## src/rtl/filter_loader_pkg.sv

```systemverilog
// Shared widths, frame layout and enums for the serial coefficient/sample loader.
package filter_loader_pkg;

   localparam int DATA_W     = 16;
   localparam int ADDR_W     = 4;
   localparam int FRAME_BITS = 20;
   localparam int CNT_W      = 5;

   localparam logic [CNT_W-1:0] CNT_FULL = CNT_W'(FRAME_BITS);
   localparam logic [CNT_W-1:0] CNT_SAT  = CNT_W'(FRAME_BITS + 1);

   typedef enum logic [ADDR_W-1:0] {
      ADDR_X  = 4'd0,
      ADDR_A1 = 4'd1,
      ADDR_B0 = 4'd2,
      ADDR_B1 = 4'd3
   } loader_addr_t;

   typedef enum logic [1:0] {
      IDLE  = 2'd0,
      SHIFT = 2'd1,
      DONE  = 2'd2
   } loader_state_t;

endpackage

```

## src/rtl/filter_loader_if.sv

```systemverilog
// Host serial link plus the sample/coefficient outputs toward the IIR filter.
interface filter_loader_if;
   import filter_loader_pkg::*;

   logic              sclk;
   logic              cs_n;
   logic              mosi;
   logic [DATA_W-1:0] x;
   logic [DATA_W-1:0] a1;
   logic [DATA_W-1:0] b0;
   logic [DATA_W-1:0] b1;
   logic              x_valid;
   logic              frame_err;

   modport master (
      output sclk, cs_n, mosi,
      input  x, a1, b0, b1, x_valid, frame_err
   );

   modport slave (
      input  sclk, cs_n, mosi,
      output x, a1, b0, b1, x_valid, frame_err
   );

endinterface

```

## src/rtl/filter_loader_sync_edge.sv

```systemverilog
// Multi-flop synchronizer with rise/fall pulses; RST_VAL sets the idle level held in reset.
module sync_edge #(
   parameter int   STAGES  = 2,
   parameter logic RST_VAL = 1'b0
) (
   input  logic clk,
   input  logic rst,
   input  logic d,
   output logic q,
   output logic rise,
   output logic fall
);

   logic [STAGES-1:0] chain;
   logic              prev;

   always_ff @(posedge clk or negedge rst) begin
      if (!rst) begin
         chain <= {STAGES{RST_VAL}};
         prev  <= RST_VAL;
      end else begin
         chain <= {chain[STAGES-2:0], d};
         prev  <= chain[STAGES-1];
      end
   end

   assign q    = chain[STAGES-1];
   assign rise = q & ~prev;
   assign fall = ~q & prev;

endmodule

```

## src/rtl/filter_loader.sv

```systemverilog
// Serial frame receiver: shifts {addr,data} frames in and drives x/a1/b0/b1 to the filter.
// Coefficients are staged in shadows and released together with the next sample.
//
// state | meaning
// IDLE  | waiting for cs_n fall (only once cs_n has been seen high since reset)
// SHIFT | shifting one bit per sclk rise until cs_n rises
// DONE  | one cycle: decode a 20-bit frame or flag it as bad
module filter_loader
   import filter_loader_pkg::*;
#(
   parameter int                SYNC_STAGES = 2,
   parameter logic [DATA_W-1:0] A1_RST      = '0,
   parameter logic [DATA_W-1:0] B0_RST      = '0,
   parameter logic [DATA_W-1:0] B1_RST      = '0
) (
   input logic            clk,
   input logic            rst,
   filter_loader_if.slave bus
);

   localparam int SETTLE_W = $clog2(SYNC_STAGES + 1);

   logic sclk_q, sclk_rise, sclk_fall;
   logic cs_q, cs_rise, cs_fall;
   logic unused_sync;

   sync_edge #(.STAGES(SYNC_STAGES), .RST_VAL(1'b0)) u_sync_sclk (
      .clk(clk), .rst(rst), .d(bus.sclk), .q(sclk_q), .rise(sclk_rise), .fall(sclk_fall)
   );

   sync_edge #(.STAGES(SYNC_STAGES), .RST_VAL(1'b1)) u_sync_cs (
      .clk(clk), .rst(rst), .d(bus.cs_n), .q(cs_q), .rise(cs_rise), .fall(cs_fall)
   );

   assign unused_sync = sclk_q ^ sclk_fall;

   // mosi gets the same depth so it stays aligned with the synced sclk rise
   logic [SYNC_STAGES-1:0] mosi_sync;
   logic [SETTLE_W-1:0]    settle;
   logic                   armed;

   always_ff @(posedge clk or negedge rst) begin
      if (!rst) begin
         mosi_sync <= '0;
         settle    <= SETTLE_W'(SYNC_STAGES);
         armed     <= 1'b0;
      end else begin
         mosi_sync <= {mosi_sync[SYNC_STAGES-2:0], bus.mosi};
         if (settle != '0) settle <= settle - 1'b1;
         // cs_n must be seen high through a flushed synchronizer before a frame may start
         if (settle == '0 && cs_q) armed <= 1'b1;
      end
   end

   loader_state_t state, state_nxt;

   always_ff @(posedge clk or negedge rst) begin
      if (!rst) state <= IDLE;
      else      state <= state_nxt;
   end

   always_comb begin
      state_nxt = state;
      case (state)
         IDLE:    if (armed && cs_fall) state_nxt = SHIFT;
         SHIFT:   if (cs_rise) state_nxt = DONE;
         DONE:    state_nxt = IDLE;
         default: state_nxt = IDLE;
      endcase
   end

   logic [FRAME_BITS-1:0] shreg;
   logic [CNT_W-1:0]      count;
   loader_addr_t          frame_addr;
   logic [DATA_W-1:0]     frame_data;
   logic shift_en, load_x, load_a1, load_b0, load_b1, bad_frame;

   assign frame_addr = loader_addr_t'(shreg[FRAME_BITS-1:DATA_W]);
   assign frame_data = shreg[DATA_W-1:0];

   always_comb begin
      shift_en  = (state == SHIFT) && sclk_rise;
      load_x    = 1'b0;
      load_a1   = 1'b0;
      load_b0   = 1'b0;
      load_b1   = 1'b0;
      bad_frame = 1'b0;
      if (state == DONE) begin
         if (count == CNT_FULL) begin
            case (frame_addr)
               ADDR_X:  load_x    = 1'b1;
               ADDR_A1: load_a1   = 1'b1;
               ADDR_B0: load_b0   = 1'b1;
               ADDR_B1: load_b1   = 1'b1;
               default: bad_frame = 1'b1;
            endcase
         end else begin
            bad_frame = 1'b1;
         end
      end
   end

   logic [DATA_W-1:0] a1_sh, b0_sh, b1_sh;

   always_ff @(posedge clk or negedge rst) begin
      if (!rst) begin
         shreg         <= '0;
         count         <= '0;
         a1_sh         <= A1_RST;
         b0_sh         <= B0_RST;
         b1_sh         <= B1_RST;
         bus.x         <= '0;
         bus.a1        <= A1_RST;
         bus.b0        <= B0_RST;
         bus.b1        <= B1_RST;
         bus.x_valid   <= 1'b0;
         bus.frame_err <= 1'b0;
      end else begin
         if (state == IDLE) begin
            count <= '0;
         end else if (shift_en) begin
            shreg <= {shreg[FRAME_BITS-2:0], mosi_sync[SYNC_STAGES-1]};
            if (count != CNT_SAT) count <= count + 1'b1;
         end
         if (load_a1) a1_sh <= frame_data;
         if (load_b0) b0_sh <= frame_data;
         if (load_b1) b1_sh <= frame_data;
         if (load_x) begin
            bus.x  <= frame_data;
            bus.a1 <= a1_sh;
            bus.b0 <= b0_sh;
            bus.b1 <= b1_sh;
         end
         bus.x_valid   <= load_x;
         bus.frame_err <= bad_frame;
      end
   end

endmodule

```

## src/flat_wrapper.sv

```systemverilog
// flat-port wrapper written by rule: the top's interface ports become plain ports
module filter_loader_flat import filter_loader_pkg::*;
#(
   parameter int                SYNC_STAGES = 2,
   parameter logic [DATA_W-1:0] A1_RST      = '0,
   parameter logic [DATA_W-1:0] B0_RST      = '0,
   parameter logic [DATA_W-1:0] B1_RST      = '0
)
  (clk, rst, bus_sclk, bus_cs_n, bus_mosi, bus_x, bus_a1, bus_b0, bus_b1, bus_x_valid, bus_frame_err);
  filter_loader_if bus_i ();
  input logic clk;
  input logic rst;
  input wire logic [$bits(bus_i.sclk)-1:0] bus_sclk;
  input wire logic [$bits(bus_i.cs_n)-1:0] bus_cs_n;
  input wire logic [$bits(bus_i.mosi)-1:0] bus_mosi;
  output wire logic [$bits(bus_i.x)-1:0] bus_x;
  output wire logic [$bits(bus_i.a1)-1:0] bus_a1;
  output wire logic [$bits(bus_i.b0)-1:0] bus_b0;
  output wire logic [$bits(bus_i.b1)-1:0] bus_b1;
  output wire logic [$bits(bus_i.x_valid)-1:0] bus_x_valid;
  output wire logic [$bits(bus_i.frame_err)-1:0] bus_frame_err;
  assign bus_i.sclk = bus_sclk;
  assign bus_i.cs_n = bus_cs_n;
  assign bus_i.mosi = bus_mosi;
  assign bus_x = bus_i.x;
  assign bus_a1 = bus_i.a1;
  assign bus_b0 = bus_i.b0;
  assign bus_b1 = bus_i.b1;
  assign bus_x_valid = bus_i.x_valid;
  assign bus_frame_err = bus_i.frame_err;
  filter_loader #(.SYNC_STAGES(SYNC_STAGES), .A1_RST(A1_RST), .B0_RST(B0_RST), .B1_RST(B1_RST)) u_core (.clk(clk), .rst(rst), .bus(bus_i));
endmodule
```

## config.mk

```make
export PLATFORM = sky130hd
export DESIGN_NAME = filter_loader_flat
export DESIGN_NICKNAME = d
export VERILOG_FILES = /design/src/rtl/filter_loader_pkg.sv /design/src/rtl/filter_loader_if.sv /design/src/rtl/filter_loader_sync_edge.sv /design/src/rtl/filter_loader.sv /design/src/flat_wrapper.sv
export SDC_FILE = /design/constraint.sdc
export NUM_CORES = 1
export LEC_CHECK = 0
export ABC_CLOCK_PERIOD_IN_PS = 3100
export BUFFER_PORTS_ARGS = -buffer_cell sky130_fd_sc_hd__buf_2
export CORE_MARGIN = 2
export CORE_UTILIZATION = 58
export DETAILED_ROUTE_END_ITERATION = 10
export PLACE_DENSITY = 0.79
export SYNTH_ARGS = -nofsm -noshare
export SYNTH_HDL_FRONTEND = slang
export SYNTH_HIERARCHICAL = 1
export SYNTH_SLANG_ARGS = --single-unit
```

## constraint.sdc

```tcl
create_clock -name clk -period 3.1 [get_ports clk]
set_clock_uncertainty 0.2 [all_clocks]
set_input_delay 0.155 -clock clk [delete_from_list [all_inputs] [get_ports clk]]
set_output_delay 0.155 -clock clk [all_outputs]
set_load 0.05 [all_outputs]
```

==> impl_results.html, run 1 <==
<table>
<tr><th>Metric</th><th>Value</th></tr>
<tr><th colspan="2">Run status</th></tr>
<tr><td>Result of the run</td><td>complete, no violations</td></tr>
<tr><th colspan="2">Layout</th></tr>
<tr><td>Area added between synthesis and finish</td><td>17.3%</td></tr>
<tr><td>Number of nets in the finished design</td><td>483</td></tr>
<tr><td>Ratio of cells with drive above 1 in the final layout</td><td>45.8%</td></tr>
<tr><td>Number of filler instances in the final layout</td><td>slightly below 700</td></tr>
<tr><td>Commonest non-fill, non-tap cell in the layout</td><td>sky130_fd_sc_hd__dfrtp_1</td></tr>
<tr><td>Ant. Diodes</td><td>0</td></tr>
<tr><td>Highest-count cells in the layout ignoring fill and taps</td><td>sky130_fd_sc_hd__dfrtp_1, sky130_fd_sc_hd__buf_2, sky130_fd_sc_hd__nand2_1, sky130_fd_sc_hd__mux2_4, sky130_fd_sc_hd__mux2_2</td></tr>
<tr><th colspan="2">Timing</th></tr>
<tr><td>RSZ-0062 raised after global routing</td><td>no</td></tr>
<tr><td>Final count of pins violating max slew</td><td>0</td></tr>
<tr><td>Achievable clock frequency</td><td>368 MHz</td></tr>
<tr><td>Final worst hold slack</td><td>0.0243 ns</td></tr>
<tr><td>Number of setup violations in the final report</td><td>0</td></tr>
<tr><td>Transition time at the pin with the least slew margin</td><td>between 0.9 and 1 ns</td></tr>
<tr><td>Final Hold Violating Endpoints</td><td>0</td></tr>
<tr><td>Normalized max-slew margin</td><td>37.1%</td></tr>
<tr><td>Post-layout minimum cycle time</td><td>roughly 2.7 ns</td></tr>
<tr><td>Total negative slack for setup checks</td><td>0 ns</td></tr>
<tr><td>Period utilisation layout</td><td>87.7%</td></tr>
<tr><th colspan="2">Floorplan</th></tr>
<tr><td>Chip width</td><td>between 100 and 150 um</td></tr>
<tr><td>Chip height</td><td>107 um</td></tr>
<tr><td>Die Outline Area</td><td>0.0114 mm^2</td></tr>
<tr><td>Number of rows created at floorplan</td><td>37</td></tr>
<tr><td>Floorplan core area</td><td>0.0103 mm^2</td></tr>
<tr><td>Starting density of the core</td><td>59.5%</td></tr>
<tr><td>Number of top-level design ports</td><td>71</td></tr>
<tr><th colspan="2">Clock network</th></tr>
<tr><td>Maximum buffer depth of the clock tree</td><td>2</td></tr>
<tr><td>Number of clock buffers inserted by TritonCTS</td><td>17</td></tr>
<tr><td>Level count of the clock H-tree</td><td>4</td></tr>
<tr><td># hold bufs at CTS</td><td>4</td></tr>
<tr><td>TritonCTS clock tree</td><td>yes</td></tr>
<tr><td>Cell at the root of the clock tree</td><td>sky130_fd_sc_hd__clkbuf_8</td></tr>
<tr><td>Clock slew at the register clock pins of the worst setup and hold paths</td><td>0.07 ns</td></tr>
<tr><td>Resize count post-CTS</td><td>0</td></tr>
<tr><td>Post-CTS setup buffer count</td><td>0</td></tr>
<tr><td>Later-pin clock latency in the skew report</td><td>0.51 ns</td></tr>
<tr><td>Number of sinks handled by clock tree synthesis</td><td>152</td></tr>
<tr><th colspan="2">Drt</th></tr>
<tr><td>Post-detailed-route wirelength per cell</td><td>between 15 and 20 um</td></tr>
<tr><td>Routed wire length</td><td>11300 um</td></tr>
<tr><td>Final routed DRC violation total</td><td>0</td></tr>
<tr><td>Count of TritonRoute iterations in the first routing pass</td><td>5</td></tr>
<tr><td>Antenna-violating nets left</td><td>0</td></tr>
<tr><td>Vias/cell</td><td>5.38</td></tr>
<tr><td>Count of vias placed by the detailed router</td><td>3354</td></tr>
<tr><td>Drt initial violations</td><td>between 150 and 200</td></tr>
<tr><th colspan="2">Job</th></tr>
<tr><td>Count of maximum capacitance violations</td><td>0</td></tr>
<tr><th colspan="2">Placement</th></tr>
<tr><td>Last weighted congestion value of the routability-driven placer</td><td>approximately 0.76</td></tr>
<tr><td>HPWL after DPL</td><td>7210 um</td></tr>
<tr><td>IO Port Bufs</td><td>70</td></tr>
<tr><th colspan="2">Critical path</th></tr>
<tr><td>Capturing element type of the critical path</td><td>flop</td></tr>
<tr><td>Setup slack of the most critical reg-to-reg path</td><td>0.38 ns</td></tr>
<tr><td>Largest fanout on the critical path</td><td>30</td></tr>
<tr><td>Crit path arrival time</td><td>2.92 ns</td></tr>
<tr><td>Worst Path Class, Setup</td><td>reg -&gt; reg</td></tr>
<tr><td>Required @ worst endpoint</td><td>roughly 3.3 ns</td></tr>
<tr><td>Startpoint types</td><td>flop</td></tr>
<tr><th colspan="2">GRT</th></tr>
<tr><td>Maximum number of pins on one net before global-route repair</td><td>77</td></tr>
<tr><td>All-layer global routing usage</td><td>21.5%</td></tr>
<tr><td>Wire length of the first global-routing pass</td><td>around 19000 um</td></tr>
<tr><td>Via count of the first global-routing pass</td><td>3550</td></tr>
<tr><td>Initial antenna violation count</td><td>0</td></tr>
<tr><td>Total global routing overflow</td><td>0</td></tr>
<tr><th colspan="2">Pwr</th></tr>
<tr><td>Ratio of total power to cell area</td><td>601 mW/mm^2</td></tr>
<tr><td>Leakage power total</td><td>3.88 nW</td></tr>
<tr><td>Worst-case vdd ir drop</td><td>0.000405 V</td></tr>
<tr><th colspan="2">Synthesis</th></tr>
<tr><td>Synthesized instance count</td><td>393</td></tr>
<tr><td>Post-Synthesis Net Count</td><td>between 400 and 500</td></tr>
<tr><td>Total of warnings raised by yosys</td><td>6</td></tr>
<tr><td>Average cell area after synthesis</td><td>15.6 um^2</td></tr>
<tr><td>Post-Synthesis Cell Area</td><td>roughly 0.0061 mm^2</td></tr>
<tr><th colspan="2">Min path</th></tr>
<tr><td>Path category of the worst min-delay check</td><td>in -&gt; async</td></tr>
</table>
==> critical path, cell delays in order, from the launching register on <==
cell and delay, ns:
sky130_fd_sc_hd__dfrtp_1 0.43, sky130_fd_sc_hd__inv_1 0.10, sky130_fd_sc_hd__ha_1 0.17, sky130_fd_sc_hd__nor4bb_1 0.30, sky130_fd_sc_hd__buf_4 0.23, sky130_fd_sc_hd__and4bb_4 0.50
sky130_fd_sc_hd__buf_12 0.29, sky130_fd_sc_hd__mux2_1 0.35
==> metal layers <==
metal | vias up | track usage, % | wire [um]
met4 | 0 | 6.31 | 109
met2 | 79 | 35.1 | 5810
met1 | 1749 | 29.2 | 4920
li1 | 1515 | - | -
met3 | 11 | 5.11 | 476
met5 | - | 0 | 0
==> path summary, 6_finish.rpt <==
path / startpoint / endpoint / cells after the start
worst max-delay path: u_core/count[0] / u_core/bus.b1[13] / 7
worst min-delay path: rst / u_core/a1_sh[11] / 2
worst max register to register: u_core/count[0] / u_core/bus.b1[13] / 7
worst min register to register: u_core/u_sync_sclk/chain[0] / u_core/u_sync_sclk/chain[1] / 0
max in group asynchronous: rst / u_core/u_sync_cs/prev / 3
min in group clk: bus_mosi / u_core/mosi_sync[0] / 2
==> through the flow <==
step | setup slack (ns) | total power, mW | util, % | std cells | instance area, um^2
2_1_floorplan | 0.872 | 2.18 | - | 393 | 6120
4_1_cts | 0.365 | 4.37 | 69.8 | 623 | 7180
6_report | 0.381 | 4.32 | 69.8 | 623 | 7180
3_5_place_dp | 0.435 | 2.28 | 63.5 | 587 | 6530
5_1_grt | 0.249 | 4.48 | 69.8 | 623 | 7180
3_3_place_gp | 0.518 | 2.27 | 63.5 | 587 | 6530
==> flip-flops by register name, summed over array words and instances, names as in the netlist, 5 cells and up <==
register       flops
u_core/shreg      20
u_core/a1_sh      16
u_core/b0_sh      16
u_core/b1_sh      16
u_core/bus.a1     16
u_core/bus.b0     16
u_core/bus.b1     16
u_core/bus.x      16
u_core/count       5
==> where the power goes <==
part,switching [mW],internal [mW],total (mW)
Combinational,0.0870,0.0404,0.127
Sequential,0.0839,2.03,2.12
Clock,0.796,1.28,2.07
==> layout make-up <==
type	instances	area [um^2]	area share, %
clock buffer	19	442	6.15
clock inverter	13	168	2.34
inverter	6	22.5	0.314
multi-input combinational	216	2090	29.1
sequential	152	3810	53.1
tap	136	170	2.37
timing repair buffer	81	474	6.61
No activity file was read; power rests on OpenSTA's default activity.
==> run 2: changes to the inputs <==
--- a/config.mk
+++ b/config.mk
@@ -10,6 +10,7 @@
 export CORE_MARGIN = 2
 export CORE_UTILIZATION = 58
 export DETAILED_ROUTE_END_ITERATION = 10
+export HOLD_SLACK_MARGIN = 0.05
 export PLACE_DENSITY = 0.79
 export SYNTH_ARGS = -nofsm -noshare
 export SYNTH_HDL_FRONTEND = slang
==> run 2 against run 1 <==
  * Die area unchanged
  * Worst hold slack improved by 0.057 ns
  * Non-clock buffer count increased by 2
  * Total power increased by 0.12%
  * Register-to-register slack about the same
  * Critical path type unchanged
  * Largest power group unchanged
==> impl_results.html, run 2 (synthesized netlist as in run 1, its figures left out) <==
<table>
<tr><th>Metric</th><th>Value</th></tr>
<tr><th colspan="2">Floorplan</th></tr>
<tr><td>Chip height</td><td>107 um</td></tr>
<tr><td>Chip width</td><td>107 um</td></tr>
<tr><td>Floorplan core area</td><td>0.0103 mm^2</td></tr>
<tr><td>Number of rows created at floorplan</td><td>37</td></tr>
<tr><td>Number of top-level design ports</td><td>71</td></tr>
<tr><td>Starting density of the core</td><td>59.5%</td></tr>
<tr><td>Die Outline Area</td><td>around 0.011 mm^2</td></tr>
<tr><th colspan="2">Timing</th></tr>
<tr><td>Period utilisation layout</td><td>approximately 90%</td></tr>
<tr><td>Final Hold Violating Endpoints</td><td>0</td></tr>
<tr><td>Final worst hold slack</td><td>~0.081 ns</td></tr>
<tr><td>Transition time at the pin with the least slew margin</td><td>0.930 ns</td></tr>
<tr><td>Normalized max-slew margin</td><td>about 38%</td></tr>
<tr><td>Number of setup violations in the final report</td><td>0</td></tr>
<tr><td>Final count of pins violating max slew</td><td>0</td></tr>
<tr><td>Post-layout minimum cycle time</td><td>2.72 ns</td></tr>
<tr><td>RSZ-0062 raised after global routing</td><td>no</td></tr>
<tr><td>Achievable clock frequency</td><td>368 MHz</td></tr>
<tr><td>Total negative slack for setup checks</td><td>0 ns</td></tr>
<tr><th colspan="2">Drt</th></tr>
<tr><td>Count of vias placed by the detailed router</td><td>3386</td></tr>
<tr><td>Drt initial violations</td><td>132</td></tr>
<tr><td>Final routed DRC violation total</td><td>0</td></tr>
<tr><td>Vias/cell</td><td>approximately 5.4</td></tr>
<tr><td>Post-detailed-route wirelength per cell</td><td>approximately 18 um</td></tr>
<tr><td>Antenna-violating nets left</td><td>0</td></tr>
<tr><td>Count of TritonRoute iterations in the first routing pass</td><td>5</td></tr>
<tr><td>Routed wire length</td><td>11300 um</td></tr>
<tr><th colspan="2">Critical path</th></tr>
<tr><td>Startpoint types</td><td>flop</td></tr>
<tr><td>R2r endpoint</td><td>u_core/bus.b1[13]</td></tr>
<tr><td>Largest fanout on the critical path</td><td>30</td></tr>
<tr><td>Series of cell instances along the critical path</td><td>inv_1 -&gt; ha_1 -&gt; nor4bb_1 -&gt; buf_4 -&gt; and4bb_4 -&gt; buf_12 -&gt; mux2_1</td></tr>
<tr><td>Critical path buffers and inverters</td><td>3</td></tr>
<tr><td>Reg-to-reg startpoint</td><td>u_core/count[0]</td></tr>
<tr><td>Top Family by Delay on Critical Path</td><td>simple AND/OR/NAND/NOR gates</td></tr>
<tr><td>Crit path arrival time</td><td>2.92 ns</td></tr>
<tr><td>Setup slack of the most critical reg-to-reg path</td><td>around 0.38 ns</td></tr>
<tr><td>Crit path largest cell delay</td><td>0.50 ns</td></tr>
<tr><td>Capturing element type of the critical path</td><td>flop</td></tr>
<tr><td>Count of cells along the worst register-to-register path</td><td>7</td></tr>
<tr><td>Required @ worst endpoint</td><td>3.30 ns</td></tr>
<tr><td>CP endpoint</td><td>u_core/bus.b1[13]</td></tr>
<tr><td>Number of stages on the worst setup path</td><td>7</td></tr>
<tr><td>Worst-path cell with the longest stage delay</td><td>sky130_fd_sc_hd__and4bb_4</td></tr>
<tr><td>Worst Path Class, Setup</td><td>reg -&gt; reg</td></tr>
<tr><td>Origin of the worst setup path</td><td>u_core/count[0]</td></tr>
<tr><th colspan="2">GRT</th></tr>
<tr><td>GRT Max-Usage Layer</td><td>met2</td></tr>
<tr><td>Via count of the first global-routing pass</td><td>3560</td></tr>
<tr><td>Met3 track utilization from global routing</td><td>5.11%</td></tr>
<tr><td>Total global routing overflow</td><td>0</td></tr>
<tr><td>Routing usage on met1</td><td>29.4%</td></tr>
<tr><td>Wire length of the first global-routing pass</td><td>approximately 19000 um</td></tr>
<tr><td>Maximum number of pins on one net before global-route repair</td><td>75</td></tr>
<tr><td>Initial antenna violation count</td><td>0</td></tr>
<tr><td>All-layer global routing usage</td><td>21.6%</td></tr>
<tr><td>Met2 usage</td><td>35.2%</td></tr>
<tr><th colspan="2">Layout</th></tr>
<tr><td>Final Instance Count excl. Fillers</td><td>approximately 630</td></tr>
<tr><td>Area added between synthesis and finish</td><td>17.6%</td></tr>
<tr><td>Final standard cell area without fillers</td><td>about 0.0072 mm^2</td></tr>
<tr><td>Commonest non-fill, non-tap cell in the layout</td><td>sky130_fd_sc_hd__dfrtp_1</td></tr>
<tr><td>Highest-count cells in the layout ignoring fill and taps</td><td>sky130_fd_sc_hd__dfrtp_1, sky130_fd_sc_hd__buf_2, sky130_fd_sc_hd__nand2_1, sky130_fd_sc_hd__mux2_4, sky130_fd_sc_hd__mux2_2</td></tr>
<tr><td>Ant. Diodes</td><td>0</td></tr>
<tr><td>Number of filler instances in the final layout</td><td>685</td></tr>
<tr><td>Most flops, register</td><td>u_core/shreg</td></tr>
<tr><td>Number of nets in the finished design</td><td>485</td></tr>
<tr><td>Number of flip-flops in the largest register</td><td>20</td></tr>
<tr><td>Ratio of cells with drive above 1 in the final layout</td><td>a little under half</td></tr>
<tr><th colspan="2">Placement</th></tr>
<tr><td>Cell area after placement</td><td>around 0.0065 mm^2</td></tr>
<tr><td>IO Port Bufs</td><td>70</td></tr>
<tr><td>HPWL after DPL</td><td>a little over 7000 um</td></tr>
<tr><td>Number of instances in the placed design</td><td>587</td></tr>
<tr><td>Last weighted congestion value of the routability-driven placer</td><td>0.758</td></tr>
<tr><th colspan="2">Clock network</th></tr>
<tr><td>Number of clock buffers inserted by TritonCTS</td><td>17</td></tr>
<tr><td>TritonCTS clock tree</td><td>yes</td></tr>
<tr><td>Cell at the root of the clock tree</td><td>sky130_fd_sc_hd__clkbuf_8</td></tr>
<tr><td>Maximum buffer depth of the clock tree</td><td>2</td></tr>
<tr><td>Clock slew at the register clock pins of the worst setup and hold paths</td><td>roughly 0.070 ns</td></tr>
<tr><td>Later-pin clock latency in the skew report</td><td>0.52 ns</td></tr>
<tr><td>Level count of the clock H-tree</td><td>4</td></tr>
<tr><td>Resize count post-CTS</td><td>0</td></tr>
<tr><td>Number of sinks handled by clock tree synthesis</td><td>152</td></tr>
<tr><th colspan="2">Run status</th></tr>
<tr><td>Result of the run</td><td>complete, no violations</td></tr>
<tr><th colspan="2">Pwr</th></tr>
<tr><td>Ratio of total power to cell area</td><td>600 mW/mm^2</td></tr>
<tr><td>Worst-case vdd ir drop</td><td>0.000407 V</td></tr>
<tr><td>Total power</td><td>about 4.3 mW</td></tr>
<tr><td>Leakage power total</td><td>around 3.9 nW</td></tr>
<tr><th colspan="2">Job</th></tr>
<tr><td>Count of maximum capacitance violations</td><td>0</td></tr>
<tr><th colspan="2">Min path</th></tr>
<tr><td>Path category of the worst min-delay check</td><td>in -&gt; reg</td></tr>
</table>
[run 2: cell types whose count changed in the layout (fill, tap and decap cells not counted), sizes merged]
cell	previous run	this run
dlygate4sd3	4	6
[run 2: worst min path at each step]
stage / slack [ns] / cells after the start / from / end
finish: 0.08 / 2 / bus_mosi / u_core/mosi_sync[0]
global route: 0.06 / 2 / bus_cs_n / u_core/u_sync_cs/chain[0]
CTS: 0.06 / 2 / bus_cs_n / u_core/u_sync_cs/chain[0]
detailed placement: 0.01 / 1 / rst / u_core/bus.a1[10]
global placement: 0.02 / 1 / rst / u_core/bus.b0[10]
floorplan: -0.34 / 0 / rst / u_core/a1_sh[0]
[run 2: final cells by class]
class	instances	area [um^2]	area share, %
flip-flops and latches	152	3810	52.9
multi-input cells	216	2090	29.1
repair buffers	83	494	6.87
clock buffers	19	442	6.14
well taps	136	170	2.36
clock inverters	13	168	2.33
inverters	6	22.5	0.313
[run 2: routing by layer]
metal	vias up	part of all wire (%)
li1	1521	-
met1	1775	44
met2	77	51
met3	13	4.4
met4	0	1.1
met5	-	0
[run 2: repair_timing]
action                                  CTS  global route
endpoints found under the setup margin    0             0
endpoints found under the hold margin   111             0
hold buffers                              6             0
buffers inserted                          0             0
[run 2: per-stage QoR]
| step | utilization, % | setup slack, ns |
|---|---|---|
| after floorplan | - | 0.872 |
| after global placement | 63.5 | 0.518 |
| after detailed placement | 63.5 | 0.435 |
| after CTS | 70.0 | 0.365 |
| after global routing | 70.0 | 0.249 |
| final | 70.0 | 0.383 |
[run 2: where the power goes]
part / switching (mW) / internal (mW)
clock: 0.798 / 1.28
combinational: 0.0876 / 0.0421
sequential: 0.0847 / 2.03
==> run 3: changes to the inputs <==
--- a/config.mk
+++ b/config.mk
@@ -10,8 +10,10 @@
 export CORE_MARGIN = 2
 export CORE_UTILIZATION = 58
 export DETAILED_ROUTE_END_ITERATION = 10
+export GPL_TIMING_DRIVEN = 0
 export HOLD_SLACK_MARGIN = 0.05
 export PLACE_DENSITY = 0.79
+export SLEW_MARGIN = 30
 export SYNTH_ARGS = -nofsm -noshare
 export SYNTH_HDL_FRONTEND = slang
 export SYNTH_HIERARCHICAL = 1
==> run 3 against run 2 <==
  * Cell area increased by 2.2%
  * Total power increased by 0.11%
  * Via count increased by 1.4%
  * Critical endpoint is now u_core/bus.x[4]
==> impl_results.html, run 3 (synthesized netlist as in run 1, its figures left out) <==
<table>
<tr><th>Metric</th><th>Value</th></tr>
<tr><th colspan="2">GRT</th></tr>
<tr><td>All-layer global routing usage</td><td>22.6%</td></tr>
<tr><td>Maximum number of pins on one net before global-route repair</td><td>85</td></tr>
<tr><td>Initial antenna violation count</td><td>0</td></tr>
<tr><td>Total global routing overflow</td><td>0</td></tr>
<tr><td>Via count of the first global-routing pass</td><td>~3700</td></tr>
<tr><td>Wire length of the first global-routing pass</td><td>19400 um</td></tr>
<tr><th colspan="2">Critical path</th></tr>
<tr><td>Count of cells along the worst register-to-register path</td><td>8</td></tr>
<tr><td>Top Family by Delay on Critical Path</td><td>buffers and inverters</td></tr>
<tr><td>Reg-to-reg startpoint</td><td>u_core/count[0]</td></tr>
<tr><td>Critical path buffers and inverters</td><td>4</td></tr>
<tr><td>Origin of the worst setup path</td><td>u_core/count[0]</td></tr>
<tr><td>Setup slack of the most critical reg-to-reg path</td><td>0.65 ns</td></tr>
<tr><td>Cell occurring most often along the worst timing path</td><td>sky130_fd_sc_hd__buf_12</td></tr>
<tr><td>Series of cell instances along the critical path</td><td>inv_1 -&gt; ha_1 -&gt; nor4bb_1 -&gt; buf_4 -&gt; and4bb_4 -&gt; buf_12 -&gt; buf_12 -&gt; mux2_4</td></tr>
<tr><td>R2r endpoint</td><td>u_core/bus.x[4]</td></tr>
<tr><td>Startpoint types</td><td>flop</td></tr>
<tr><td>Required @ worst endpoint</td><td>3.31 ns</td></tr>
<tr><td>Worst Path Class, Setup</td><td>reg -&gt; reg</td></tr>
<tr><td>Worst-path cell with the longest stage delay</td><td>sky130_fd_sc_hd__dfrtp_1</td></tr>
<tr><td>Crit path largest cell delay</td><td>0.42 ns</td></tr>
<tr><td>Capturing element type of the critical path</td><td>flop</td></tr>
<tr><td>Largest fanout on the critical path</td><td>10</td></tr>
<tr><td>Crit path arrival time</td><td>2.66 ns</td></tr>
<tr><th colspan="2">Timing</th></tr>
<tr><td>Min setup slack post-route</td><td>0.649 ns</td></tr>
<tr><td>Post-layout minimum cycle time</td><td>2.45 ns</td></tr>
<tr><td>Normalized max-slew margin</td><td>57.5%</td></tr>
<tr><td>Achievable clock frequency</td><td>408 MHz</td></tr>
<tr><td>RSZ-0062 raised after global routing</td><td>no</td></tr>
<tr><td>Period utilisation layout</td><td>79.1%</td></tr>
<tr><td>Transition time at the pin with the least slew margin</td><td>around 0.64 ns</td></tr>
<tr><td>Final Hold Violating Endpoints</td><td>0</td></tr>
<tr><td>Number of setup violations in the final report</td><td>0</td></tr>
<tr><td>Final count of pins violating max slew</td><td>0</td></tr>
<tr><th colspan="2">Floorplan</th></tr>
<tr><td>Number of rows created at floorplan</td><td>37</td></tr>
<tr><td>Number of top-level design ports</td><td>71</td></tr>
<tr><td>Die Outline Area</td><td>about 0.011 mm^2</td></tr>
<tr><td>Chip width</td><td>107 um</td></tr>
<tr><td>Starting density of the core</td><td>59.5%</td></tr>
<tr><td>Floorplan core area</td><td>~0.010 mm^2</td></tr>
<tr><td>Chip height</td><td>roughly 110 um</td></tr>
<tr><th colspan="2">Layout</th></tr>
<tr><td>Most flops, register</td><td>u_core/shreg</td></tr>
<tr><td>Ratio of cells with drive above 1 in the final layout</td><td>45.4%</td></tr>
<tr><td>Number of filler instances in the final layout</td><td>698</td></tr>
<tr><td>Final standard cell area without fillers</td><td>around 0.0074 mm^2</td></tr>
<tr><td>Number of flip-flops in the largest register</td><td>20</td></tr>
<tr><td>Commonest non-fill, non-tap cell in the layout</td><td>sky130_fd_sc_hd__dfrtp_1</td></tr>
<tr><td>Final Instance Count excl. Fillers</td><td>640</td></tr>
<tr><td>Number of nets in the finished design</td><td>500</td></tr>
<tr><td>Area added between synthesis and finish</td><td>20.2%</td></tr>
<tr><td>Highest-count cells in the layout ignoring fill and taps</td><td>sky130_fd_sc_hd__dfrtp_1, sky130_fd_sc_hd__buf_2, sky130_fd_sc_hd__nand2_1, sky130_fd_sc_hd__mux2_4, sky130_fd_sc_hd__mux2_2</td></tr>
<tr><td>Ant. Diodes</td><td>0</td></tr>
<tr><th colspan="2">Clock network</th></tr>
<tr><td>TritonCTS clock tree</td><td>yes</td></tr>
<tr><td>Cell at the root of the clock tree</td><td>sky130_fd_sc_hd__clkbuf_8</td></tr>
<tr><td>Number of sinks handled by clock tree synthesis</td><td>~150</td></tr>
<tr><td># hold bufs at CTS</td><td>8</td></tr>
<tr><td>Clock slew at the register clock pins of the worst setup and hold paths</td><td>0.06 ns</td></tr>
<tr><td>Number of clock buffers inserted by TritonCTS</td><td>17</td></tr>
<tr><td>Level count of the clock H-tree</td><td>4</td></tr>
<tr><td>Resize count post-CTS</td><td>0</td></tr>
<tr><td>Post-CTS setup buffer count</td><td>0</td></tr>
<tr><td>Later-pin clock latency in the skew report</td><td>0.53 ns</td></tr>
<tr><td>Maximum buffer depth of the clock tree</td><td>2</td></tr>
<tr><th colspan="2">Min path</th></tr>
<tr><td>Hold Path Depth</td><td>0</td></tr>
<tr><td>Worst Hold Endpoint</td><td>u_core/mosi_sync[1]</td></tr>
<tr><td>Path category of the worst min-delay check</td><td>reg -&gt; reg</td></tr>
<tr><td>Min-Delay Startpoint</td><td>u_core/mosi_sync[0]</td></tr>
<tr><th colspan="2">Run status</th></tr>
<tr><td>Result of the run</td><td>complete, no violations</td></tr>
<tr><th colspan="2">Placement</th></tr>
<tr><td>IO Port Bufs</td><td>70</td></tr>
<tr><td>HPWL after DPL</td><td>approximately 7400 um</td></tr>
<tr><td>Last weighted congestion value of the routability-driven placer</td><td>0.739</td></tr>
<tr><td>Number of instances in the placed design</td><td>600</td></tr>
<tr><td>Cell area after placement</td><td>0.00668 mm^2</td></tr>
<tr><td>Place WS</td><td>0.685 ns</td></tr>
<tr><th colspan="2">Drt</th></tr>
<tr><td>Routed wire length</td><td>around 12000 um</td></tr>
<tr><td>Count of vias placed by the detailed router</td><td>3434</td></tr>
<tr><td>Antenna-violating nets left</td><td>0</td></tr>
<tr><td>Post-detailed-route wirelength per cell</td><td>18.1 um</td></tr>
<tr><td>Count of TritonRoute iterations in the first routing pass</td><td>4</td></tr>
<tr><td>Final routed DRC violation total</td><td>0</td></tr>
<tr><td>Drt initial violations</td><td>157</td></tr>
<tr><td>Vias/cell</td><td>5.37</td></tr>
<tr><th colspan="2">Job</th></tr>
<tr><td>Count of maximum capacitance violations</td><td>0</td></tr>
<tr><th colspan="2">Pwr</th></tr>
<tr><td>Total power</td><td>4.33 mW</td></tr>
<tr><td>Worst-case vdd ir drop</td><td>0.000306 V</td></tr>
<tr><td>Leakage power total</td><td>approximately 3.9 nW</td></tr>
<tr><td>Ratio of total power to cell area</td><td>588 mW/mm^2</td></tr>
</table>
[run 3: cell types whose count changed in the layout (fill, tap and decap cells not counted), sizes merged]
cell         change
dlygate4sd3      +2
clkinv           -3
inv              +1
clkbuf           +5
buf              +8
clkinvlp         +2
[run 3: cell type report]
type,count,area (um^2),share of cell area (%)
Inverter,6,22.5,0.306
Clock inverter,13,169,2.30
Tap cell,136,170,2.31
Multi-Input combinational cell,216,2090,28.4
Timing Repair Buffer,79,468,6.36
Buffer,19,195,2.65
Sequential cell,152,3810,51.8
Clock buffer,19,432,5.87
[run 3: stage by stage]
stage	hold slack [ns]	utilization (%)	TNS (ns)
after floorplan	-0.341	-	0
after global placement	0.0617	64.6	-51.18
after detailed placement	-0.00464	65.0	0
after CTS	0.149	71.6	0
after global routing	0.159	71.6	0
final	0.149	71.6	0
[run 3: worst max-delay path by stage]
stage / endpoint / slack [ns] / depth (start not counted)
3_3_place_gp: u_core/armed / -0.36 / 1
3_5_place_dp: u_core/bus.x[4] / 0.68 / 8
5_1_grt: u_core/bus.x[4] / 0.55 / 8
4_1_cts: u_core/bus.b1[2] / 0.65 / 8
2_1_floorplan: u_core/bus.a1[0] / 0.87 / 8
6_report: u_core/bus.x[4] / 0.65 / 8
[run 3: power by group]
| group | leakage, nW | switching (mW) | internal (mW) |
|---|---|---|---|
| Clock | 0.281 | 0.815 | 1.26 |
| Sequential | 2.09 | 0.0882 | 2.03 |
| Combinational | 1.58 | 0.0875 | 0.0460 |
| Total | 3.95 | 0.991 | 3.33 |
[run 3: routing by layer]
layer | track usage [%] | up-vias | wire length [um]
met3 | 5.35 | 12 | 519
met5 | 0 | - | 0
met2 | 37.1 | 87 | 5820
li1 | - | 1556 | -
met4 | 7.88 | 0 | 146
met1 | 29.6 | 1779 | 5130
